[src/rtl/counter_32_pkg.sv]
// Shared types and constants for the 32-bit counter monitor.
package counter_32_pkg;

    // Classification of one observed count transition.
    typedef enum logic [2:0] {
        HOLD    = 3'd0,
        INC     = 3'd1,
        DEC     = 3'd2,
        WRAP_UP = 3'd3,
        WRAP_DN = 3'd4,
        JUMP    = 3'd5
    } step_e;

    // Inferred direction of the observed counter.
    typedef enum logic [1:0] {
        UNSYNC = 2'd0,
        SYNC   = 2'd1,
        UP     = 2'd2,
        DOWN   = 2'd3
    } mon_state_e;

    localparam logic [31:0] MAX_COUNT = 32'hFFFF_FFFF;
    localparam logic [31:0] MIN_COUNT = 32'h0000_0000;

endpackage

[src/rtl/counter_step_classify.sv]
// Combinational classifier: compares the previous and current count samples
// and names the transition between them.
module counter_step_classify
    import counter_32_pkg::*;
#(
    parameter int WIDTH = 32
) (
    input  logic [WIDTH-1:0] prev,
    input  logic [WIDTH-1:0] cur,
    output step_e            step
);

    logic [WIDTH-1:0] delta;
    logic [WIDTH-1:0] all_ones;
    logic [WIDTH-1:0] one;

    assign all_ones = '1;
    assign one      = {{(WIDTH-1){1'b0}}, 1'b1};

    // Modular delta decides the step; the endpoint of prev separates wraps from plain steps.
    always_comb begin
        delta = cur - prev;
        step  = HOLD;
        if (delta == '0) begin
            step = HOLD;
        end else if (delta == one) begin
            step = (prev == all_ones) ? WRAP_UP : INC;
        end else if (delta == all_ones) begin
            step = (prev == '0) ? WRAP_DN : DEC;
        end else begin
            step = JUMP;
        end
    end

endmodule

[src/rtl/counter_monitor_32.sv]
// Receive-side observer for an up/down/load counter bus: classifies each
// sampled transition, tracks inferred direction and keeps statistics.
//
//   state  | meaning
//   -------+-----------------------------------------------------------
//   UNSYNC | no reference sample yet; next en sample only captures prev
//   SYNC   | reference held, direction unknown (after first sample/JUMP)
//   UP     | last moving step was INC or WRAP_UP
//   DOWN   | last moving step was DEC or WRAP_DN
module counter_monitor_32
    import counter_32_pkg::*;
#(
    parameter int WIDTH  = 32,
    parameter int STAT_W = 16
) (
    input  logic              clk,
    input  logic              rst_n,
    input  logic              en,
    input  logic [WIDTH-1:0]  count_in,
    input  logic              exp_mode,
    input  logic              chk_en,
    input  logic              clr,
    output logic [2:0]        step,
    output logic              step_vld,
    output logic              locked,
    output logic              dir_up,
    output logic [STAT_W-1:0] wrap_count,
    output logic [STAT_W-1:0] jump_count,
    output logic              err_sticky
);

    mon_state_e        state_q, state_d;
    logic [WIDTH-1:0]  prev_q, prev_d;
    step_e             step_q, step_d, step_cls;
    logic              step_vld_q, step_vld_d;
    logic [STAT_W-1:0] wrap_q, wrap_d;
    logic [STAT_W-1:0] jump_q, jump_d;
    logic              err_q, err_d;
    logic              is_up_step;
    logic              is_dn_step;

    counter_step_classify #(.WIDTH(WIDTH)) u_classify (
        .prev (prev_q),
        .cur  (count_in),
        .step (step_cls)
    );

    assign is_up_step = (step_cls == INC) || (step_cls == WRAP_UP);
    assign is_dn_step = (step_cls == DEC) || (step_cls == WRAP_DN);

    // Next-state: FSM, step capture, saturating statistics and sticky check; clr overrides stats.
    always_comb begin
        state_d    = state_q;
        prev_d     = prev_q;
        step_d     = step_q;
        step_vld_d = 1'b0;
        wrap_d     = wrap_q;
        jump_d     = jump_q;
        err_d      = err_q;

        if (en) begin
            prev_d = count_in;
            if (state_q == UNSYNC) begin
                state_d = SYNC;
            end else begin
                step_d     = step_cls;
                step_vld_d = 1'b1;
                if (is_up_step) begin
                    state_d = UP;
                end else if (is_dn_step) begin
                    state_d = DOWN;
                end else if (step_cls == JUMP) begin
                    state_d = SYNC;
                    if (jump_q != '1) begin
                        jump_d = jump_q + 1'b1;
                    end
                end
                if ((step_cls == WRAP_UP || step_cls == WRAP_DN) && (wrap_q != '1)) begin
                    wrap_d = wrap_q + 1'b1;
                end
                if (chk_en && ((is_up_step && !exp_mode) || (is_dn_step && exp_mode))) begin
                    err_d = 1'b1;
                end
            end
        end

        if (clr) begin
            wrap_d = '0;
            jump_d = '0;
            err_d  = 1'b0;
        end
    end

    // Registers with synchronous active-low reset discarding all history.
    always_ff @(posedge clk) begin
        if (!rst_n) begin
            state_q    <= UNSYNC;
            prev_q     <= '0;
            step_q     <= HOLD;
            step_vld_q <= 1'b0;
            wrap_q     <= '0;
            jump_q     <= '0;
            err_q      <= 1'b0;
        end else begin
            state_q    <= state_d;
            prev_q     <= prev_d;
            step_q     <= step_d;
            step_vld_q <= step_vld_d;
            wrap_q     <= wrap_d;
            jump_q     <= jump_d;
            err_q      <= err_d;
        end
    end

    assign step       = step_q;
    assign step_vld   = step_vld_q;
    assign locked     = (state_q == UP) || (state_q == DOWN);
    assign dir_up     = (state_q == UP);
    assign wrap_count = wrap_q;
    assign jump_count = jump_q;
    assign err_sticky = err_q;

endmodule
[config.mk]
export PLATFORM = sky130hd
export DESIGN_NAME = counter_monitor_32
export DESIGN_NICKNAME = d
export VERILOG_FILES = /design/src/rtl/counter_32_pkg.sv /design/src/rtl/counter_step_classify.sv /design/src/rtl/counter_monitor_32.sv
export SDC_FILE = /design/constraint.sdc
export NUM_CORES = 1
export LEC_CHECK = 0
export CORE_UTILIZATION = 51
export DETAILED_ROUTE_END_ITERATION = 16
export GPL_ROUTABILITY_DRIVEN = 0
export PLACE_DENSITY = 0.78
export SYNTH_ARGS = -nofsm -noshare
export SYNTH_HDL_FRONTEND = slang
export SYNTH_HIERARCHICAL = 1
export SYNTH_SLANG_ARGS = --single-unit
[constraint.sdc]
create_clock -name clk -period 5.6 [get_ports clk]
set_input_delay 1.12 -clock clk [delete_from_list [all_inputs] [get_ports clk]]
set_output_delay 1.12 -clock clk [all_outputs]
set_load 0.005 [all_outputs]
# == After elaboration in Yosys (flattened, before gate mapping) ==
# Index checks and enable logic that the tools add are counted.
# totals
ff_bits,71
rom_bits,0
latchBits,0
elab_cells,57
ram_bits,0
out_inout_bits,39
n_memories,0
# classes
multipliers,0
magnitude_cmp,0
div,0
n_eq_ne,12
mux,10
add_sub_neg,3
n_bitwise,4
n_reduce_logical,21
n_shift,0
# ops
op,n
"== test 32 bit, second input constant",2
logical NOT 32 bit,2
"adder 16 x 1 -> 16 bit, second input constant",2
"== test 32 x 1 -> 1 bit, second input constant",1
"!= test 16 bit, second input constant",2
subtractor 32 bit,1
two-way mux 3 bit,4
two-way mux 2 bit,5
"== test 3 x 2 -> 1 bit, second input constant",2
"== test 3 bit, second input constant",2
AND reduction 2 bit,3
AND reduction 3 bit,2
AND reduction 6 bit,1
logical OR 1 bit,5
"== test 2 bit, second input constant",2
logical AND 1 bit,4
NOT 1 bit,4
nonzero test 4 bit,1
"== test 3 x 1 -> 1 bit, second input constant",1
logical NOT 2 bit,1
OR reduction 2 bit,1
logical NOT 1 bit,1
two-way mux 1 bit,1

# == Longest topological paths before layout ==
# Gate-level depths: netlist (run 1).
# logic_depth
word_depth,11
ltp_mapped,19
mapped_depth_nobuf,18

# == By module ==
# The synthesis (run 1) kept the hierarchy.
# modules_own_cells
module,seq_area_each_um2,cells_each,n_inst,area_each_um2
counter_monitor_32,1421.4,328,1,3029.2
counter_step_classify,0.0,372,1,2471.1

# == Worst setup path before layout (run 1) ==
# OpenSTA, ideal clock, no wires.
# synth_path
path_kind,input to register
startpoint,input count_in[0]
endpoint,register wrap_q[11] (netlist: wrap_count[11])
setup_slack_ns,0.181
path_stages,19
setup_ns,0.121
n_path_buf,1
arrival_ns,5.297
required_time_ns,5.479
cell_sequence,inv_1 -> ha_1 -> fa_1 -> nand2b_1 -> a21oi_2 -> o21ai_2 -> o31a_1 -> o311ai_2 -> a31oi_1 -> nor4b_1 -> a211o_1 -> and4bb_1 -> o21ba_1 -> buf_4 -> or3b_4 -> a211o_4 -> nor3_4 -> nand3_2 -> mux2_4
# synth_between
elab_chain_cells,9
# synth_rtl
element,line,text
from (decl),counter_monitor_32.sv:19,"input logic [WIDTH-1:0] count_in,"
subtractor 32 bit (*),counter_step_classify.sv:22,delta = cur - prev;
== test 32 bit,counter_step_classify.sv:28,end else if (delta == all_ones) begin
two-way mux 3 bit,counter_step_classify.sv:28,
two-way mux 3 bit,counter_step_classify.sv:26,end else if (delta == one) begin
two-way mux 3 bit (*),counter_step_classify.sv:24,if (delta == '0) begin
net step_cls[2],counter_monitor_32.sv:34,"step_e step_q, step_d, step_cls;"
== test 3 x 2 -> 1 bit or == test 3 bit (tied branches),counter_monitor_32.sv:78,if ((step_cls == WRAP_UP || step_cls == WRAP_DN) && (wrap_q != '1)) begin
logical OR 1 bit (*),counter_monitor_32.sv:78,
logical AND 1 bit (*),counter_monitor_32.sv:78,
AND reduction 3 bit (no source line) (*),--,
to (signal assigned),counter_monitor_32.sv:109,wrap_q <= wrap_d;
to (decl),counter_monitor_32.sv:36,"logic [STAT_W-1:0] wrap_q, wrap_d;"
# The timed path passes the listed nets; every way through them passes the cells marked *.
# A chain may end at the register's enable or synchronous reset.

# == Worst setup path in the final report (run 1) ==
# layout_path
startpoint,input count_in[6]
endpoint,register wrap_q[7] (netlist: wrap_count[7])
# The elaborated chain is that of the path after synthesis.

==> results of run 1 <==
==> cell usage after synthesis, drive strengths merged, types with 3 or more instances <==
master	instances	share of area
nand2	44	0.030
o21a	5	0.0068
a31oi	5	0.0057
and4	4	0.0064
nand3	20	0.019
o31ai	3	0.0050
inv	45	0.031
o211ai	6	0.0091
nor2	94	0.064
nor4b	5	0.0091
or2	6	0.0068
clkbuf	10	0.0068
a21oi	52	0.049
a21o	6	0.0082
and2	5	0.0057
nor3b	3	0.0041
or4	3	0.0048
o21ai	32	0.030
or3	5	0.0057
dfxtp	71	0.26
and4b	3	0.0055
a311oi	3	0.0048
o21bai	6	0.0082
nand4	36	0.041
nor2b	5	0.0057
buf	16	0.017
o31a	3	0.0048
ha	34	0.077
xnor2	23	0.037
nand2b	4	0.0045
nand4b	6	0.0096
mux2i	34	0.062
o311ai	3	0.0061
o2111ai	3	0.0048
and3	5	0.0057
a211oi	4	0.0073
nor3	16	0.017
xor2	25	0.040
nor4	20	0.027
a211o	3	0.0064
==> kinds of logic after synthesis <==
kind of cell               share of synthesized area
adders and majority gates                    0.08098
and+or+nand+nor                               0.2828
buffers and inverters                        0.05482
DFF                                           0.2584
muxes                                        0.06665
xor gates and xnor gates                     0.07643
AOI/OAI and AO/OA                             0.1799
==> sequential cells by signal (all words and copies together) (netlist names) <==
register	cells
wrap_count	16
state_q	2
prev_q	32
jump_count	16
err_sticky	1
step_vld	1
step	3
==> power groups by stage <==
stage	sequential, uW	clock, uW	combinational [uW]
2_1_floorplan	544	0	291
3_3_place_gp	550	0	470
3_5_place_dp	551	0	483
4_1_cts	540	418	489
5_1_grt	542	441	573
6_report	540	413	536
==> tightest hold or removal path, delay by kind of cell, from the launching register on <==
| family | cells | cell delay, ns |
|---|---|---|
| compound gates | 1 | 0.05 |
| flops | 1 | 0.32 |
| simple gates | 1 | 0.05 |
==> metal layers <==
metal / routed length (um) / vias to the layer above
met4: 724 / 0
met2: 8195 / 323
met1: 7026 / 2909
li1: - / 2890
met3: 1347 / 76
met5: 0 / -
==> cell usage in the layout, fill, tap and decap left out, types with 4 or more instances in the layout <==
cell type        instances
a21oi_2                  4
and4_1                   4
nand2_1                 43
nand4_1                 36
o21a_1                   5
and2_1                   4
nor3_1                  14
o211ai_1                 5
nor2b_1                  5
a21o_1                   6
xor2_1                  23
and3_1                   5
buf_4                  107
nor2_1                  94
nand3_1                 19
nor4_1                  14
o21ai_1                 11
o21bai_1                 6
or3_1                    5
nor4b_2                  4
or2_2                    4
xnor2_1                 22
dfxtp_1                 71
a31oi_1                  5
inv_1                   44
nand4b_1                 6
o21ai_0                 20
a21oi_1                 47
clkdlybuf4s50_1         74
mux2i_1                 34
ha_1                    31
clkbuf_8                 9
==> cell type report <==
class	count	area, um2
fillers	761	2899
clock inverters	7	72.57
well taps	136	170.2
repair buffers	183	1562
flip-flops and latches	71	1421
clock buffers	9	123.9
multi-input cells	558	3953
inverters	45	168.9
==> metrics by stage <==
stage,TNS (ns),std cells,utilization,power [uW],instance area (um2)
4_1_cts,0,1005,0.7010,1446,7269
2_1_floorplan,0,700,-,835.8,5500
3_3_place_gp,-4.691,988,0.6807,1020,7059
5_1_grt,-5.233,1009,0.7204,1556,7471
3_5_place_dp,-9.520,988,0.6807,1033,7059
6_report,-1.321,1009,0.7204,1489,7471
==> what timing repair did <==
item / in CTS / in global routing
pin swaps: 2 / 17
buffers inserted: 1 / 4
endpoints found under the setup margin: 10 / 34
gates resized for setup: 2 / 33
==> worst max-delay path by stage <==
stage	from	endpoint	slack, ns
6_report	count_in[6]	wrap_count[7]	-0.17
5_1_grt	count_in[13]	jump_count[11]	-0.33
4_1_cts	count_in[0]	wrap_count[11]	0.01
3_5_place_dp	count_in[0]	wrap_count[11]	-0.46
3_3_place_gp	count_in[0]	wrap_count[11]	-0.36
2_1_floorplan	count_in[0]	wrap_count[11]	0.18
==> results.md, run 1 <==
- Setup WS pre-CTS: -0.4603 ns
- Number of remaining DRC errors: 0
- GRT Residual Overflow: 0
- Count of cell types in the netlist: 82
- Initial antenna violation count: 0
- Tot GR Track Use: 0.2968
- Fraction of layout cells with a size suffix above 1: 0.2039
- Synthesized Nets: 773
- Top cell family by delay on the critical path: simple AND/OR/NAND/NOR gates
- Via count: 6,198
- Clock Power Share: 0.277
- Fin Hold WS: 0.4714 ns
- Post-Route WL: 17,290 um
- Bufs and invs on worst path: 4
- Async S/R FF share, synth: 0
- Slew @ Worst Pin: 1.077 ns
- WL/cell: 17.14 um
- Leakage: 0.002890 uW
- CP dominant cell by count: buf_4
- Synth Register Bits: 71
- Vias in the first global route: 5,683
- Clock transition at the registers of the reported paths: 0.09 ns
- First-pass GRT wire length: 26,740 um
- Standard-cell rows: 37
- Hold Path End: step[2]
- Largest net degree at the start of global routing: 39
- Violated checks: negative setup slack
- Status: finished, violations left
- Met2 usage in global routing: 0.5023
- H-tree depth: 3
- Rel. slew slack: 0.2817
- Die X: 105.9 um
- Largest stage delay, worst path: 0.46 ns
- PD cells: 199.3 mW/mm2
- Die ar.: 0.01120 mm2
- Max clock buf depth: 2
- Core area: 0.01037 mm2
- Tmin final: 5.767 ns
- Mean area per synthesized cell: 7.858 um2
- Hold Vio Cnt, Final: 0
- CTS hold repair buffers: 0
- R2R Path Start: prev_q[6]
- Highest clock rate: 173.4 MHz
- Sequential Power Share: 0.363
- Top FF cell, synth: dfxtp_1
- Period utilization: 1.030
- Area grow syn2layout: 35.83%
- Skew-Pair Late Insertion Delay: 0.36 ns
- Post-Synthesis Cells: 700
- Setup crit start kind: input port
- Initial cell density of the core: 0.5304
- CTS tree: yes
- Worst hold start: step[2]
- NetSw: 515.6 uW
- Met1 Use GR: 0.3688
- Comb pwr share: 0.360
- Crit Path Category: input port to flip-flop
- CTS buffer count: 9
- Nets: 941
- CP max-delay cell: clkdlybuf4s50_1
- Stages on worst setup path: 20
- Internal power: 973.6 uW
- Inserted Diodes: 0
- IO Port Bufs: 76
- Worst-path maximum fanout: 7
- Via density: 6.143
- Met3 usage: 0.04886
- Antenna Nets Post-Route: 0
- Initial DRC count: 620
- First drt pass iteration count: 6
- Final Max Tran Viols: 0
- R2r endpoint: wrap_count[7]
- Final Worst Setup Slack: -0.1667 ns
- Critical path endpoint category: flip-flop
- Clk sinks: 71
- I/O pin cnt: 77
- GRT busiest layer: met2
- Clock skew: 0.01549 ns
- Hold-critical path depth: 2
- Switching Share: 0.3462
- R2R Setup Slk: 0.63 ns
- Final Setup Violations: 16
- Length in cells of the worst reg-to-reg path: 20
- Sequential area share after synthesis: 0.2584
- Worst hold path class: flip-flop to flip-flop
- CTS Root Cell: clkbuf_8
- Maximum vdd ir drop: 0.1530 mV
- Die Y: 105.9 um
- Crit-path cells: clkdlybuf4s50_1 > ha_2 > a211oi_2 > buf_4 > o31ai_1 > nand2_1 > a31oi_1 > o21ai_0 > or4_4 > nor4_4 > and4b_1 > and4bb_2 > o21ba_2 > buf_4 > nand3b_1 > a211o_4 > buf_4 > nor3_1 > xnor2_1 > nor2_1
- Syn Std Cell Area: 0.005500 mm2
- EDFF count, synth: 0
- YS warnings: 6
- CP arrival: 6.01 ns
- Max_cap viols: 0
- HPWL Detailed: 12,980 um
- CP required: 5.85 ns
Note: power is estimated with default switching activity, not from simulation.
==> run 2: changes to the inputs <==
GPL_TIMING_DRIVEN = 0   (was default)
==> results.md, run 2 (same netlist as run 1, synthesis figures left out) <==
- Via density: 6.065
- Core area: 0.01037 mm2
- Tot GR Track Use: 0.2761
- First-pass GRT wire length: 24,950 um
- Final Worst Setup Slack: 0.01856 ns
- Highest clock rate: 179.2 MHz
- Inserted Diodes: 0
- Crit Path Category: input port to flip-flop
- CP arrival: 5.82 ns
- Setup crit start kind: input port
- Post-Route WL: 16,460 um
- Antenna Nets Post-Route: 0
- Clk sinks: 71
- Placed cell areas: 0.006431 mm2
- Clock Power Share: 0.275
- Most frequent cells in the layout: 93 x nor2_1, 71 x dfxtp_1, 63 x clkdlybuf4s50_1
- Worst hold path class: flip-flop to flip-flop
- CP required: 5.84 ns
- Standard-cell rows: 37
- Biggest register: prev_q
- Final Max Tran Viols: 0
- Final instance area: 0.007313 mm2
- Worst-path maximum fanout: 9
- Slew @ Worst Pin: 0.7209 ns
- Die X: 105.9 um
- Most common cell after layout, fill and taps aside: nor2_1
- WL/cell: 17.38 um
- CTS Root Cell: clkbuf_8
- Sequential Power Share: 0.374
- Period utilization: 0.9967
- Largest net degree at the start of global routing: 12
- GRT Residual Overflow: 0
- Die ar.: 0.01120 mm2
- Power, Total: 1444 uW
- Critical path endpoint category: flip-flop
- Maximum vdd ir drop: 0.2159 mV
- First drt pass iteration count: 5
- NetSw: 489.3 uW
- Fraction of layout cells with a size suffix above 1: 0.1628
- CTS hold repair buffers: 0
- Status: completed
- IO Port Bufs: 76
- H-tree depth: 3
- Vias in the first global route: 5,392
- Initial DRC count: 503
- Area grow syn2layout: 32.96%
- Number of remaining DRC errors: 0
- Max_cap viols: 0
- Nets: 879
- Internal power: 954.3 uW
- R2R Setup Slk: 0.60 ns
- Hold Vio Cnt, Final: 0
- Die Y: 105.9 um
- Rel. slew slack: 0.5143
- Max clock buf depth: 2
- CTS tree: yes
- Switching Share: 0.3389
- Comb pwr share: 0.351
- Final Setup Violations: 0
- Tmin final: 5.581 ns
- Skew-Pair Late Insertion Delay: 0.35 ns
- PD cells: 197.4 mW/mm2
- Via count: 5,744
- I/O pin cnt: 77
- Max FFs per register: 32
- Initial antenna violation count: 0
- Leakage: 0.002713 uW
- Clock transition at the registers of the reported paths: 0.07 ns
- Clock skew: 0.008971 ns
- Initial cell density of the core: 0.5304
- Setup WS pre-CTS: -1.085 ns
- HPWL Detailed: 11,930 um
- CTS buffer count: 9
run 2: cell count changes in the layout (fill, tap and decap cells not counted), moves of 10 or more:
cell	before	now
clkdlybuf4s50_1	74	63
buf_4	107	22
dlymetal6s2s_1	1	12
clkbuf_1	0	12
ha_4	1	11
a21oi_1	47	37
ha_1	31	19
run 2: final timing paths:
path / from / end / depth (start not counted)
hold reg to reg: step[1] / step[1] / 2
setup / recovery: count_in[16] / wrap_count[11] / 18
setup reg to reg: prev_q[0] / wrap_count[11] / 19
hold / removal: step[1] / step[1] / 2
run 2: metal layers:
layer | routed length [um] | vias to the layer above | part of all wire | track usage
met3 | 911 | 58 | 0.055 | 0.04143
met2 | 8010 | 242 | 0.49 | 0.4715
met5 | 0 | - | 0 | 0
li1 | - | 2771 | - | -
met4 | 597 | 0 | 0.036 | 0.1230
met1 | 6941 | 2673 | 0.42 | 0.3424
run 2: power groups by stage:
| stage | clock [uW] | combinational, uW | sequential, uW |
|---|---|---|---|
| 3_5_place_dp | 0 | 398 | 551 |
| 2_1_floorplan | 0 | 291 | 544 |
| 3_3_place_gp | 0 | 388 | 550 |
| 6_report | 397 | 506 | 540 |
| 5_1_grt | 427 | 543 | 542 |
| 4_1_cts | 406 | 418 | 540 |
run 2: critical path: stages:
cell and delay, ns:
clkdlybuf4s50_1 0.60, ha_4 0.27, a21oi_2 0.21, o21ai_1 0.12
a221o_1 0.38, a211oi_4 0.37, nor4b_4 0.10, o31a_1 0.34
o21ai_2 0.16, nor4_4 0.07, and4bb_2 0.28, o21ba_1 0.25
buf_6 0.14, or3b_4 0.40, a211o_4 0.39, nor3_4 0.21
nand3_2 0.10, mux2_4 0.30
run 2: metrics by stage:
| stage | cells | hold WS, ns | setup TNS, ns | util |
|---|---|---|---|---|
| final | 947 | 0.4874 | 0 | 0.7052 |
| after global routing | 947 | 0.5169 | -0.2491 | 0.7052 |
| after CTS | 935 | 0.4891 | 0 | 0.6517 |
| after detailed placement | 912 | 0.4673 | -22.92 | 0.6202 |
| after global placement | 912 | 0.4610 | -19.92 | 0.6202 |
| after floorplan | 700 | 0.4527 | 0 | - |
run 2: area by class of cell:
| type | count | area (um2) |
|---|---|---|
| plain buffers | 25 | 160.2 |
| multi-input cells | 558 | 4262 |
| flip-flops and latches | 71 | 1421 |
| fillers | 785 | 3057 |
| clock buffers | 13 | 148.9 |
| well taps | 136 | 170.2 |
| inverters | 45 | 168.9 |
| clock inverters | 3 | 42.54 |
| repair buffers | 96 | 939.7 |
run 2: what timing repair did:
item                                    4_1_cts  5_1_grt
endpoints found under the setup margin       32       33
cloned                                        0        0
pin swaps                                    16       41
setup buffers                                 7       13
gates resized for setup                      15      105
==> RTL edit 1: new RTL, config.mk and constraints of run 1 <==
Encoding of `mon_state_e`: now one-hot (4 bits for 4 states).
--- a/src/rtl/counter_32_pkg.sv
+++ b/src/rtl/counter_32_pkg.sv
@@ -13,9 +13,9 @@
 
     // Inferred direction of the observed counter.
-    typedef enum logic [1:0] {
-        UNSYNC = 2'd0,
-        SYNC   = 2'd1,
-        UP     = 2'd2,
-        DOWN   = 2'd3
+    typedef enum logic [3:0] {
+        UNSYNC = 4'b0001,
+        SYNC   = 4'b0010,
+        UP     = 4'b0100,
+        DOWN   = 4'b1000
     } mon_state_e;
 
Function: no difference found for any inputs over 4 cycles, from zero or initial values and one cycle with rst_n low; so few cycles prove little.
==> RTL edit 1 against run 1 <==
Cell count up 0.30%; setup slack better by 180 ps; synthesized area up 7.0%; routed wire length up 9.2%; total power up 14%; final area up 4.3%; combinational power down 2%; sequential cell count up 2; sequential share of layout area down 0.28 points; critical path type unchanged.
==> RTL edit 1: results (changes against run 1) <==
status: "finished, final reports clean"
cp-endpoint: "jump_count[11]$_SDFFE_PP0P_"
dpl_cell_area_um2: 7190  # +1.8%
irDropWorstVdd_mv: 0.194  # +27%
n_fill_cell: 847  # +11%
cp.arrival_ps: 5850  # -160 ps
antenna_found_initial: 0  # unchanged
firstDrtPassIters: 5  # -1
dp_slack_ps: -447  # +13.3 ps
hold_start: "err_sticky$_SDFFE_PP0P_"
dpl.hpwl_um: 13600  # +4.5%
yosys-top-cells-count: "73 x dfxtp_1, 64 x a21oi_1, 49 x nand2_1"
syn-num-nets: 809  # +4.7%
ctsRootBufferMaster: "clkbuf_16"
grt_util_all_layers_pct: 30.6  # +0.89 points
synth.distinct_cells: 80  # -2.4%
r2r-start: "prev_q[15]$_SDFFE_PN0P_"
p_leak_uw: 0.00286  # -1.1%
cpPeakStageDelay_ps: 600  # +140 ps
worst_slew_pin_slew_ps: 1320  # +243 ps
grt_pass1_vias: 6113  # +7.6%
reg2reg_slack_ps: 700  # +70 ps
placed_cells: 992  # +0.40%
crit_start: "count_in[15]"
r2r-end: "jump_count[11]$_SDFFE_PP0P_"
dr.first_iter.drc_count: 460  # -26%
cts_setup_buffers: 0  # -1
crit_slowest_cell: "or4_4"
vias: 6528  # +5.3%
yosysSeqAreaShare_pct: 24.8  # -1.0 points
instances_no_fill: 1012  # +0.30%
fin_skew_ps: 8.85  # -6.64 ps
final_layout_size_suffix_gt1_share_pct: 17.1  # -3.3 points
path_clk_slew_ps: 70  # -20 ps
grt_pass1_wl_um: 28700  # +7.4%
r2r_cells: 16  # -20%
nets: 940  # -0.11%
synth_area_leaders: "dfxtp_1 25%, ha_1 7.2%, mux2i_1 6.1%"
synthCells: 736  # +5.1%
worstPathMaxFanout: 6  # -1
wl_per_cell_um: 18.7  # +8.9%
==> RTL edit 1: changes by cell type after synthesis, sizes merged, moves of 6 or more <==
cell / delta
nand3: +9
xor2: -14
nor2b: +31
nand4: -7
buf: +6
o31ai: +15
a21oi: +15
xnor2: -8
nor2: -61
or4: +18
nand2b: +6
==> RTL edit 1: layout make-up <==
class                           count  area, µm²  area share, %
Sequential cell                    73       1460           18.7
Clock buffer                        9        225           2.89
Clock inverter                      7       83.8           1.08
Tap cell                          140        175           2.25
Multi-Input combinational cell    588       4360           55.9
Inverter                           43        161           2.07
Timing Repair Buffer              152       1330           17.1
==> RTL edit 1: stage by stage <==
step	hold slack [ps]	total power (µW)
2_1_floorplan	442	859
3_3_place_gp	436	1010
3_5_place_dp	442	1030
4_1_cts	455	1650
5_1_grt	471	1770
6_report	456	1700
==> RTL edit 1: layer usage <==
metal / track usage [%] / vias to the layer above / part of all wire (%)
met5: 0 / - / 0
met2: 52.8 / 377 / 48
met3: 7.88 / 100 / 8.8
met4: 13.8 / 0 / 4.2
li1: - / 3047 / -
met1: 35.4 / 3004 / 39
==> RTL edit 1: power by group <==
part	leakage [µW]	internal [µW]	switching [µW]
logic	0.00211	231	296
clock network	0.000149	354	267
registers	0.000596	536	19.6
==> RTL edit 1: cells by family (layout without fill, tap and decap cells) <==
logic type                 after synthesis  after routing  synth area share, %
buffers and inverters                   75            211                 5.59
AOI/OAI and AO/OA                      197            197                 22.4
xor gates and xnor gates                26             26                 3.87
muxes                                   36             36                 6.13
DFF                                     73             73                 24.8
and+or+nand+nor                        294            294                 29.6
adders and majority gates               35             35                 7.57
==> RTL edit 2: new RTL, flow settings as in run 1 <==
Without the edit above. Set the parameter `STAT_W` to 18 (it was 16).
--- a/src/rtl/counter_monitor_32.sv
+++ b/src/rtl/counter_monitor_32.sv
@@ -12,5 +12,5 @@
 #(
     parameter int WIDTH  = 32,
-    parameter int STAT_W = 16
+    parameter int STAT_W = 18
 ) (
     input  logic              clk,
Ports: changed (resized jump_count and wrap_count); port bits go from 77 to 81. No check against the original RTL was run, so the function may have changed too.
==> RTL edit 2 against run 1 <==
The flow still finishes with violations (setup timing); synthesized cell count is 5.0% higher; clock skew is 6.9 ps lower; setup slack better by 39 ps; combinational power is 8.2% higher; routed wire length is 19% higher; final area up 9.5%; sequential cell count increased by 4; critical path type unchanged; synthesized area is 6.6% higher; total power up 20%.
==> RTL edit 2: results (changes against run 1) <==
synth.area.mux_share_pct: 5.83  # -0.84 points
irDropWorstVdd_mv: 0.236  # +54%
port-buffer-count: 80  # +5.3%
seqPwrFrac_pct: 31.9  # -4.4 points
grt_pass1_vias: 6188  # +8.9%
synthCells: 735  # +5.0%
seq_cell_count: 75  # +5.6%
synth_xor_area_share_pct: 7.32  # -0.32 points
n_fill_cell: 774  # +1.7%
dp_slack_ps: -494  # -33.6 ps
grt.met1_usage_pct: 36.3  # -0.56 points
grt_util_all_layers_pct: 31.2  # +1.5 points
clock_buffers: 10  # +1
holdPathEnd: "err_sticky$_SDFFE_PP0P_"
placed_cells: 1018  # +3.0%
r2r-end: "jump_count[17]$_SDFFE_PP0P_"
grt_pass1_wl_um: 29100  # +8.8%
worst_slew_pin_slew_ps: 1260  # +178 ps
yosysSeqAreaShare_pct: 25.6  # -0.23 points
layout_setup_ws_ps: -128  # +38.6 ps
syn-num-nets: 808  # +4.5%
setup_viol: 11  # -5
violations: "setup timing"
multi_input_area_share_pct: 54.0  # +1.1 points
clock_area_share_pct: 3.90  # +1.3 points
hold_start: "err_sticky$_SDFFE_PP0P_"
final_layout_size_suffix_gt1_share_pct: 21.8  # +1.4 points
ctsRootBufferMaster: "clkbuf_16"
reg2reg_slack_ps: 490  # -140 ps
synth_area_leaders: "dfxtp_1 26%, ha_1 7.3%, mux2i_1 5.6%"
pwr-share-comb_pct: 32.5  # -3.5 points
grt_use_met2_pct: 54.0  # +3.7 points
dr_wl_met2_um: 9710  # +18%
nets: 975  # +3.6%
r2r_cells: 19  # -5.0%
status: "finished, violations left"
worstPathMaxFanout: 5  # -2
dr.first_iter.drc_count: 762  # +23%
ctsResizeCount: 5  # +3
wl_per_cell_um: 19.7  # +15%
grt_max_degree: 41  # +5.1%
cp.arrival_ps: 5950  # -60 ps
yosys-top-cells-count: "75 x dfxtp_1, 62 x nor2_1, 55 x nand2_1"
inv_count: 43  # -4.4%
p_sw_uw: 581  # +13%
dpl_cell_area_um2: 7350  # +4.2%
drt_wl_total_um: 20700  # +19%
p_seq_uw: 570  # +5.6%
p_leak_uw: 0.00308  # +6.4%
grtUsageMet3_pct: 7.71  # +2.8 points
==> RTL edit 2: cell types whose count changed after synthesis, sizes merged, moves of 3 or more <==
cell,before,now
nor2b,5,37
nand3,20,23
xnor2,23,37
nand2,44,55
nor4,20,25
nor2,94,62
nand4,36,28
a211oi,4,13
xor2,25,12
dfxtp,71,75
nor3,16,19
a21boi,1,4
==> RTL edit 2: worst max-delay path by stage <==
stage,start,end,slack (ps),cells past startpoint
final,count_in[11],jump_count[17]$_SDFFE_PP0P_,-130,17
after global routing,count_in[4],jump_count[17]$_SDFFE_PP0P_,-210,18
after CTS,count_in[0],wrap_count[15]$_SDFFE_PP0P_,10,23
after detailed placement,count_in[0],jump_count[17]$_SDFFE_PP0P_,-490,19
after global placement,count_in[0],wrap_count[7]$_SDFFE_PP0P_,-250,23
after floorplan,count_in[0],jump_count[17]$_SDFFE_PP0P_,360,19
